--- src/rtl/mac_pkg.sv ---
// Shared definitions for the multiplier-fed MAC accumulator stage.
package mac_pkg;

  localparam int unsigned PROD_W = 8;

  typedef enum logic [1:0] {
    IDLE  = 2'b00,
    ACCUM = 2'b01,
    HOLD  = 2'b10
  } state_e;

endpackage

--- src/rtl/sat_add.sv ---
// Combinational two's-complement adder that clamps to the representable range.
module sat_add #(
  parameter int unsigned ACC_W = 10
) (
  input  logic [ACC_W-1:0] a,
  input  logic [ACC_W-1:0] b,
  output logic [ACC_W-1:0] sum,
  output logic             ovf
);

  logic [ACC_W:0] full;

  // One guard bit: overflow iff the guard and sign bits disagree.
  always_comb begin
    full = {a[ACC_W-1], a} + {b[ACC_W-1], b};
    sum  = full[ACC_W-1:0];
    ovf  = 1'b0;
    if (full[ACC_W] != full[ACC_W-1]) begin
      ovf = 1'b1;
      sum = full[ACC_W] ? {1'b1, {(ACC_W-1){1'b0}}} : {1'b0, {(ACC_W-1){1'b1}}};
    end
  end

endmodule

--- src/rtl/mac_accumulator.sv ---
// Sums N_TERMS signed products into a saturating result offered on a valid/ready port,
// back-pressuring the upstream multiplier sequencer while a result is held.
module mac_accumulator
  import mac_pkg::*;
#(
  parameter int unsigned N_TERMS = 8,
  parameter int unsigned ACC_W   = 10,
  parameter int unsigned CNT_W   = 4
) (
  input  logic              clk,
  input  logic              rst,
  input  logic              clear,
  input  logic              prod_valid,
  input  logic [PROD_W-1:0] prod,
  output logic              prod_ready,
  output logic              res_valid,
  input  logic              res_ready,
  output logic [ACC_W-1:0]  res_sum,
  output logic              res_ovf,
  output logic [CNT_W-1:0]  term_cnt,
  output logic              drop
);

  localparam logic [CNT_W-1:0] LAST_CNT   = CNT_W'(N_TERMS);
  localparam state_e           FIRST_NEXT = (N_TERMS == 1) ? HOLD : ACCUM;

  state_e             state_q, state_d;
  logic [ACC_W-1:0]   acc_q, acc_d;
  logic               ovf_q, ovf_d;
  logic [CNT_W-1:0]   term_cnt_q, term_cnt_d;
  logic               res_valid_q, res_valid_d;
  logic [ACC_W-1:0]   res_sum_q, res_sum_d;
  logic               res_ovf_q, res_ovf_d;
  logic               drop_q, drop_d;

  logic [ACC_W-1:0]   prod_ext;
  logic [ACC_W-1:0]   add_sum;
  logic               add_ovf;
  logic               accept;
  logic               start;

  assign prod_ext   = {{(ACC_W-PROD_W){prod[PROD_W-1]}}, prod};
  assign prod_ready = (state_q != HOLD) | res_ready;
  assign accept     = prod_valid & prod_ready;

  sat_add #(.ACC_W(ACC_W)) u_sat_add (
    .a   (acc_q),
    .b   (prod_ext),
    .sum (add_sum),
    .ovf (add_ovf)
  );

  // Next-state: clear wins over everything; 'start' loads a product as term 1.
  always_comb begin
    state_d     = state_q;
    acc_d       = acc_q;
    ovf_d       = ovf_q;
    term_cnt_d  = term_cnt_q;
    res_valid_d = res_valid_q;
    res_sum_d   = res_sum_q;
    res_ovf_d   = res_ovf_q;
    drop_d      = drop_q | (prod_valid & ~prod_ready);
    start       = 1'b0;

    if (clear) begin
      state_d     = IDLE;
      acc_d       = '0;
      ovf_d       = 1'b0;
      term_cnt_d  = '0;
      res_valid_d = 1'b0;
      drop_d      = 1'b0;
    end else begin
      case (state_q)
        IDLE: start = accept;
        ACCUM: begin
          if (accept) begin
            acc_d      = add_sum;
            ovf_d      = ovf_q | add_ovf;
            term_cnt_d = term_cnt_q + CNT_W'(1);
            if (term_cnt_d == LAST_CNT) begin
              state_d     = HOLD;
              res_valid_d = 1'b1;
              res_sum_d   = add_sum;
              res_ovf_d   = ovf_d;
            end
          end
        end
        HOLD: begin
          if (res_ready) begin
            state_d     = IDLE;
            acc_d       = '0;
            ovf_d       = 1'b0;
            term_cnt_d  = '0;
            res_valid_d = 1'b0;
            start       = prod_valid;
          end
        end
        default: state_d = IDLE;
      endcase

      if (start) begin
        state_d    = FIRST_NEXT;
        acc_d      = prod_ext;
        ovf_d      = 1'b0;
        term_cnt_d = CNT_W'(1);
        if (FIRST_NEXT == HOLD) begin
          res_valid_d = 1'b1;
          res_sum_d   = prod_ext;
          res_ovf_d   = 1'b0;
        end
      end
    end
  end

  always_ff @(posedge clk or negedge rst) begin
    if (!rst) begin
      state_q     <= IDLE;
      acc_q       <= '0;
      ovf_q       <= 1'b0;
      term_cnt_q  <= '0;
      res_valid_q <= 1'b0;
      res_sum_q   <= '0;
      res_ovf_q   <= 1'b0;
      drop_q      <= 1'b0;
    end else begin
      state_q     <= state_d;
      acc_q       <= acc_d;
      ovf_q       <= ovf_d;
      term_cnt_q  <= term_cnt_d;
      res_valid_q <= res_valid_d;
      res_sum_q   <= res_sum_d;
      res_ovf_q   <= res_ovf_d;
      drop_q      <= drop_d;
    end
  end

  assign res_valid = res_valid_q;
  assign res_sum   = res_sum_q;
  assign res_ovf   = res_ovf_q;
  assign term_cnt  = term_cnt_q;
  assign drop      = drop_q;

endmodule

--- config.mk ---
export PLATFORM = sky130hd
export DESIGN_NAME = mac_accumulator
export DESIGN_NICKNAME = d
export VERILOG_FILES = /design/src/rtl/mac_pkg.sv /design/src/rtl/sat_add.sv /design/src/rtl/mac_accumulator.sv
export SDC_FILE = /design/constraint.sdc
export NUM_CORES = 1
export LEC_CHECK = 0
export CAP_MARGIN = 0
export CORE_ASPECT_RATIO = 1.25
export CORE_MARGIN = 2
export CORE_UTILIZATION = 54
export CTS_CLUSTER_DIAMETER = 100
export DETAILED_ROUTE_END_ITERATION = 10
export PLACE_DENSITY = 0.88
export SETUP_SLACK_MARGIN = 0.15
export SYNTH_ARGS = -nofsm -noshare
export SYNTH_HDL_FRONTEND = slang
export SYNTH_SLANG_ARGS = --single-unit
--- constraint.sdc ---
create_clock -name clk -period 2.91 [get_ports clk]
set_clock_uncertainty 0.15 [all_clocks]
set_input_delay 0.7275 -clock clk [delete_from_list [all_inputs] [get_ports clk]]
set_output_delay 0.7275 -clock clk [all_outputs]
set_load 0.01 [all_outputs]
* After elaboration in Yosys (flattened, before gate mapping)
Index checks and enable logic that the tools add are counted.
Cells by class: add/subtract/negate cells 2, eq/ne operators 12, mux-type cells 32, bitwise gates (word level) 7, reductions and logical operators 7
Operators with widths (count):
- 10-bit two-way mux | 6
- 10-bit one-hot mux with 2 select lines | 1
- 4-bit two-way mux | 4
- 3-bit inequality test, second input constant | 4
- 4-bit inequality test, second input constant | 3
- 4-bit AND reduction | 3
- 10-bit by 8-bit adder with 11-bit output | 1
- 1-bit two-way mux | 11
- 2-bit two-way mux | 5
- 4-bit one-hot mux with 2 select lines | 1
- 1-bit one-hot mux with 2 select lines | 3
- 2-bit one-hot mux with 3 select lines | 1
- 4-bit by 1-bit adder with 4-bit output, second input constant | 1
- 4-bit equality test, second input constant | 1
- 4-bit nonzero test | 1
- 1-bit bitwise OR | 3
- 3-bit AND reduction | 1
- 3-bit nonzero test | 1
- 1-bit bitwise AND | 2
- 2-bit by 1-bit equality test with 1-bit output, second input constant | 1
- 2-bit equality test, second input constant | 1
- 2-bit logical NOT | 1
- 2-bit inequality test, second input constant | 1
- 1-bit inverter | 2
- 1-bit inequality test | 1
Word-level totals: bits in registers 30, input bits 13, output and inout port bits 18, word-level logic and storage cells 68

* Longest topological paths before layout
Gate-level depths: netlist of run 1.
depth after elaboration 8, depth in mapped cells 9, mapped depth without buffers 9

* Cells and area by module
From an unflattened synthesis of run 1, not the netlist that was laid out.
Second synthesis, totals: cell total of the unflattened synthesis 240, area total of the unflattened synthesis 2417.3 um^2
By module, submodules not included:
- mac_accumulator | times used 1, cells each 138, area an instance 1582.8 um^2, seq. area each 750.7 um^2
- sat_add | times used 1, cells each 102, area an instance 834.6 um^2, seq. area each 0.0 um^2

* Worst setup path before layout of run 1
OpenSTA, ideal clock, no wires.
kind in2reg, start input port prod[0], end register acc_q[7], setup time 0.077 ns, data arrival time 2.463 ns, data required time 2.683 ns, slack 0.219 ns, stages on the path 9, buffers on the path 0, cells stage by stage ha_1 -> inv_1 -> fa_1 -> nand2b_1 -> a21oi_1 -> o311ai_1 -> a211oi_2 -> nor3_1 -> o21ai_1
Between the ends: longest elaborated chain between the ends 7
Ends and longest elaborated chain:
- start: declaration | RTL line mac_accumulator.sv:14 | input logic [PROD_W-1:0] prod,
- 10-bit by 8-bit adder with 11-bit output * | RTL line sat_add.sv:15 | full = {a[ACC_W-1], a} + {b[ACC_W-1], b};
- 10-bit two-way mux / 1-bit inequality test (equally long branches) | RTL line sat_add.sv:20, sat_add.sv:18
- 10-bit two-way mux * | RTL line sat_add.sv:18 | if (full[ACC_W] != full[ACC_W-1]) begin
- 10-bit two-way mux * | RTL line mac_accumulator.sv:76 | if (accept) begin
- 10-bit one-hot mux with 2 select lines * | RTL line mac_accumulator.sv:73 | case (state_q)
- 10-bit two-way mux * | RTL line mac_accumulator.sv:101 | if (start) begin
- 10-bit two-way mux * | RTL line mac_accumulator.sv:65 | if (clear) begin
- end signal: assignment | RTL line mac_accumulator.sv:118 | acc_q <= '0;
- end signal: assignment | RTL line mac_accumulator.sv:127 | acc_q <= acc_d;
- end: declaration | RTL line mac_accumulator.sv:28 | logic [ACC_W-1:0] acc_q, acc_d;
Mark *: on every way between the ends. The rest lies on a longest branch, timed or not. The select of a mux whose other input is x is not followed. A chain may end at the register's enable or synchronous reset.

* Final worst setup path of run 1
start input port prod[1], end register acc_q[8]
Same word-level chain as after synthesis.

==> results of run 1 <==
==> power by group <==
part / internal (uW) / total (uW) / switching, uW
combinational: 796 / 1740 / 941
sequential: 487 / 571 / 83.9
clock: 190 / 371 / 181
==> Yosys cell counts (all sizes together) (4+ instances only) <==
cell / count / area share
nor2b: 5 / 0.015
nor3: 12 / 0.029
nand3: 6 / 0.017
inv: 13 / 0.024
a22oi: 9 / 0.033
buf: 4 / 0.0098
nor2: 19 / 0.035
o21ai: 26 / 0.064
dfrtp: 30 / 0.37
o31ai: 4 / 0.015
nand2: 21 / 0.039
a21oi: 13 / 0.039
ha: 14 / 0.086
==> routing by layer <==
metal  share of wire  GRT usage  up-vias
met5               0          0        -
met4           0.090      0.255        0
met3           0.088     0.0816       88
met2            0.49      0.631      209
met1            0.33      0.389     1080
li1                -          -      999
==> worst max-delay path by stage <==
| stage | start | to | cells after the start |
|---|---|---|---|
| after floorplan | prod[0] | acc_q[7] | 9 |
| after global placement | prod[1] | res_sum[8] | 10 |
| after detailed placement | prod[0] | res_sum[2] | 11 |
| after CTS | prod[6] | acc_q[8] | 9 |
| after global routing | prod[1] | acc_q[8] | 10 |
| final | prod[1] | acc_q[8] | 10 |
==> stage by stage <==
step / instances / setup slack, ps / hold WS (ps) / cell area, sq um / power [uW]
after floorplan: 228 / 219 / 282 / 2040 / 1220
after global placement: 331 / -338 / 323 / 2660 / 1680
after detailed placement: 331 / -459 / 330 / 2660 / 1720
after CTS: 342 / 128 / 344 / 2920 / 2290
after global routing: 346 / 58.3 / 354 / 3120 / 2760
final: 346 / 91.6 / 341 / 3120 / 2680
==> sequential cells by signal, indices dropped and copies added (netlist names) <==
register   flops
drop           1
ovf_q          1
acc_q         10
res_sum       10
res_ovf        1
state_q        2
term_cnt       4
res_valid      1
==> cell type report <==
cell class | count | area share
Clock buffer | 6 | 0.0265
Tap cell | 39 | 0.0157
Clock inverter | 2 | 0.00401
Multi-Input combinational cell | 180 | 0.487
Timing Repair Buffer | 76 | 0.211
Inverter | 13 | 0.0157
Sequential cell | 30 | 0.241
==> logic make-up after synthesis <==
kind of cell / after synthesis / share of synthesized area
simple gates: 81 / 0.211
compound gates: 76 / 0.255
flops: 30 / 0.368
buf+inv: 19 / 0.0374
fa+ha+maj: 15 / 0.0957
xor+xnor: 4 / 0.0172
mux: 3 / 0.0160
==> worst max-delay path, delay by kind of cell <==
kind,cells,cell delay [ps]
AO/OA/AOI/OAI,4,860
adder cells (fa/ha/maj),1,270
AND/OR/NAND/NOR,2,530
buffers and inverters,3,430
==> timing repair <==
action                                  in CTS  in global routing
pin swaps                                   15                 21
buffers inserted                             3                  3
endpoints found under the hold margin        0                  0
resized for setup                           34                 39
cloned                                       0                  1
endpoints found under the setup margin      21                 19
==> flow_summary.json, run 1 <==
{
  "outcome": "complete, no violations",
  "yosysSeqAreaShare": 0.368,
  "gp_congestion": 0.881,
  "clk_pin_slew_ps": 80,
  "final_hold_viol_count": 0,
  "power_density_nw_per_um2": 859,
  "setup_viol": 0,
  "multi_input_area_sq_um": 1520,
  "r2r-end": "acc_q[8]",
  "worstPathArrival_ps": 2830,
  "ant_nets": 0,
  "row_count": 24,
  "syn_avg_cell_area_sq_um": 8.94,
  "dr.first_iter.drc_count": 264,
  "drt-total-wl_microns": 8560,
  "grt_max_degree": 31,
  "tns_ps": 0,
  "syn_to_final_growth_pct": 52.9,
  "antenna_found_initial": 0,
  "path_class": "in -> reg",
  "hold_class": "reg -> reg",
  "ys_seq_elements": 30,
  "synth.distinct_cells": 56,
  "numCtsBuffers": 5,
  "nets": 334,
  "fill_cells": 152,
  "fmax_ghz": 0.355,
  "regArea_sq_um": 751,
  "clk_root_buffer_cell": "clkbuf_8",
  "worstMarginPinSlew_ps": 416,
  "critical_path.cell_chain": "clkbuf_2, buf_4, ha_1, a21o_1, nand4_1, a21oi_4, a211oi_4, buf_6, nor4b_4, o21ai_1",
  "most-common-layout-cells": "buf_4 (42), dfrtp_1 (30), clkdlybuf4s50_1 (21)",
  "min_period_over_period": 0.969,
  "ff2ff_path_depth": 10,
  "hold_depth": 1,
  "relSlewSlack": 0.720,
  "synthArstFlopShare": 1.00,
  "chipHeight_microns": 72.7,
  "netlist_area_sq_um": 2040,
  "power_leakage_uw": 0.00142,
  "maxSlewViolCount": 0,
  "first_global_vias": 2342,
  "ios": 31,
  "drc": 0,
  "required_ps": 2920,
  "dieArea_sq_um": 4290,
  "irDropWorstVdd_mv": 0.627,
  "h-tree-depth": 2,
  "grt_pass1_wl_microns": 11500,
  "drive_gt1_frac": 0.336,
  "diodes": 0,
  "startpoint_type": "input port",
  "synth_edf_count": 0,
  "core_area_sq_um": 3540,
  "vias": 2376,
  "grt_usage": 0.367,
  "cp-end-kind": "flop",
  "final_common_cell": "buf_4",
  "hp-start": "res_sum[9]",
  "hpwl_microns": 4390,
  "port_buffers": 30,
  "finish.utilization": 0.880,
  "ys.flop_type": "dfrtp_1",
  "max_stage_delay_ps": 410,
  "hold_end": "res_sum[9]",
  "wl_per_cell_microns": 24.7,
  "clock_latency_ps": 300,
  "rsz0062_at_grt": "false",
  "grt_overflow": 0,
  "critPathMaxFanout": 9,
  "ff2ff_setup_slack_ps": 320,
  "viasPerCell": 6.87,
  "cts_max_path_buffers": 2,
  "worstReg2RegStart": "acc_q[0]",
  "ys_warn_count": 0,
  "crit_path_top_delay_cell": "a21oi_4",
  "first_pass_iters": 7,
  "fin_crit_ps": 2820,
  "start_util": 0.576,
  "ctsHoldBuffers": 0,
  "die_w_microns": 59.0,
  "clock_sinks": 30,
  "synth_cells": 228,
  "tritoncts": "built",
  "syn-num-nets": 256,
  "max-cap-violations": 0
}
Note: power is estimated with default switching activity, not from simulation.
==> inputs of run 2 (changes only) <==
--- a/config.mk
+++ b/config.mk
@@ -7,12 +7,14 @@
 export LEC_CHECK = 0
 export CAP_MARGIN = 0
 export CORE_ASPECT_RATIO = 1.25
-export CORE_MARGIN = 2
+export CORE_MARGIN = 5
 export CORE_UTILIZATION = 54
 export CTS_CLUSTER_DIAMETER = 100
 export DETAILED_ROUTE_END_ITERATION = 10
+export GPL_TIMING_DRIVEN = 1
 export PLACE_DENSITY = 0.88
 export SETUP_SLACK_MARGIN = 0.15
+export SKIP_LAST_GASP = 1
 export SYNTH_ARGS = -nofsm -noshare
 export SYNTH_HDL_FRONTEND = slang
 export SYNTH_SLANG_ARGS = --single-unit
==> flow_summary.json, run 2 (synthesis results as in run 1) <==
{
  "drt-total-wl_microns": 7130,
  "drc": 0,
  "multi_input_area_sq_um": 1430,
  "clock_sinks": 30,
  "syn_to_final_growth_pct": 48.3,
  "final_common_cell": "buf_4",
  "holdWs_ps": 335,
  "power_density_nw_per_um2": 807,
  "ios": 31,
  "max_stage_delay_ps": 350,
  "diodes": 0,
  "required_ps": 2950,
  "numCtsBuffers": 5,
  "cts_max_path_buffers": 2,
  "hpwl_microns": 4280,
  "grt_pass1_wl_microns": 10800,
  "maxSlewViolCount": 0,
  "switching_power_uw": 1020,
  "critical_path.cell_chain": "clkdlybuf4s15_1, ha_2, inv_1, fa_2, nand2b_4, a21oi_4, o311ai_4, a211oi_2, buf_4, buf_4, nor3_4, o21ai_1",
  "fin_cells": 348,
  "drive_gt1_frac": 0.299,
  "row_count": 25,
  "chipHeight_microns": 78.7,
  "setup_viol": 0,
  "regArea_sq_um": 751,
  "first_global_vias": 2340,
  "worstPathArrival_ps": 2790,
  "crit_path_top_delay_cell": "fa_2",
  "fin_crit_ps": 2750,
  "pwr-share-clk": 0.147,
  "path_class": "in -> reg",
  "start_util": 0.548,
  "finish.utilization": 0.813,
  "clk_pin_slew_ps": 70,
  "viasPerCell": 6.39,
  "irDropWorstVdd_mv": 0.627,
  "grt_overflow": 0,
  "p_int_uw": 1420,
  "final_hold_viol_count": 0,
  "dieArea_sq_um": 5110,
  "worstMarginPinSlew_ps": 441,
  "vias": 2222,
  "tritoncts": "built",
  "dr.first_iter.drc_count": 161,
  "port_buffers": 30,
  "clock_latency_ps": 290,
  "placedCellCount": 330,
  "first_pass_iters": 4,
  "antenna_found_initial": 0,
  "crit_top_cell": "buf_4",
  "grt_max_degree": 31,
  "max-cap-violations": 0,
  "startpoint_type": "input port",
  "min_period_over_period": 0.943,
  "clk_root_buffer_cell": "clkbuf_8",
  "ant_nets": 0,
  "critPathMaxFanout": 8,
  "switching_share": 0.418,
  "power_leakage_uw": 0.00139,
  "grt_usage": 0.276,
  "outcome": "complete, no violations",
  "nets": 335,
  "h-tree-depth": 2,
  "p_comb_frac": 0.620,
  "relSlewSlack": 0.703,
  "hold_class": "reg -> reg",
  "ctsHoldBuffers": 0,
  "most-common-layout-cells": "buf_4 (48), dfrtp_1 (30), nand2_1 (21), clkdlybuf4s50_1 (21)",
  "cp_top_family": "compound AO/OA/AOI/OAI gates",
  "fill_cells": 215,
  "path_buf_inv": 4,
  "gp_congestion": 0.909,
  "core_area_sq_um": 3720,
  "fmax_ghz": 0.364,
  "wl_per_cell_microns": 20.5,
  "die_w_microns": 65.0,
  "rsz0062_at_grt": "false",
  "seqPwrFrac": 0.234,
  "cp-end-kind": "flop"
}
run 2: path summary, 6_finish.rpt:
kind	slack [ps]	startpoint	cells past startpoint	end
min in group asynchronous	690	rst	2	acc_q[6]
max reg2reg	420	acc_q[0]	11	acc_q[6]
min	330	res_valid	1	res_valid
max in group asynchronous	1630	rst	2	res_sum[1]
min reg2reg	330	res_valid	1	res_valid
max	160	prod[0]	12	acc_q[6]
run 2: per-layer routing:
metal,vias up,GRT usage,wire length (microns)
li1,996,-,-
met2,119,0.505,3720
met3,44,0.0566,418
met4,0,0.192,475
met5,-,0,0
met1,1063,0.271,2520
run 2: power by group through the flow:
stage	combinational (uW)	clock [uW]	sequential, uW
floorplan	679	0	536
global placement	1100	0	546
detailed placement	1130	0	550
CTS	1330	350	557
global route	1610	375	577
finish	1510	358	571
run 2: what timing repair did:
item | CTS | global route
endpoints found under the hold margin | 0 | 0
setup endpoints to repair | 23 | 19
setup buffers | 4 | 6
pin swaps | 13 | 17
resized for setup | 33 | 20
run 2: per-stage QoR:
step | setup TNS [ps] | worst slack (ps) | total power (uW) | cell area (sq um)
finish | 0 | 165 | 2440 | 3030
global route | 0 | 73.9 | 2560 | 3030
CTS | 0 | 146 | 2240 | 2920
detailed placement | -7680 | -436 | 1680 | 2650
global placement | -5920 | -325 | 1650 | 2650
floorplan | 0 | 219 | 1220 | 2040
run 2: final cells by class:
type | count | share of cell area
clock buffer | 7 | 0.0285
clock inverter | 1 | 0.00165
tap | 40 | 0.0165
inverter | 13 | 0.0161
multi-input combinational | 179 | 0.471
sequential | 30 | 0.248
timing repair buffer | 78 | 0.218
==> inputs of run 3 (changes only) <==
--- a/config.mk
+++ b/config.mk
@@ -12,6 +12,7 @@
 export CTS_CLUSTER_DIAMETER = 100
 export DETAILED_ROUTE_END_ITERATION = 10
 export GPL_TIMING_DRIVEN = 1
+export HOLD_SLACK_MARGIN = 0.03
 export PLACE_DENSITY = 0.88
 export SETUP_SLACK_MARGIN = 0.15
 export SKIP_LAST_GASP = 1
==> results of run 3 <==
The final DEF is identical to that of run 2; final timing and power are the same.
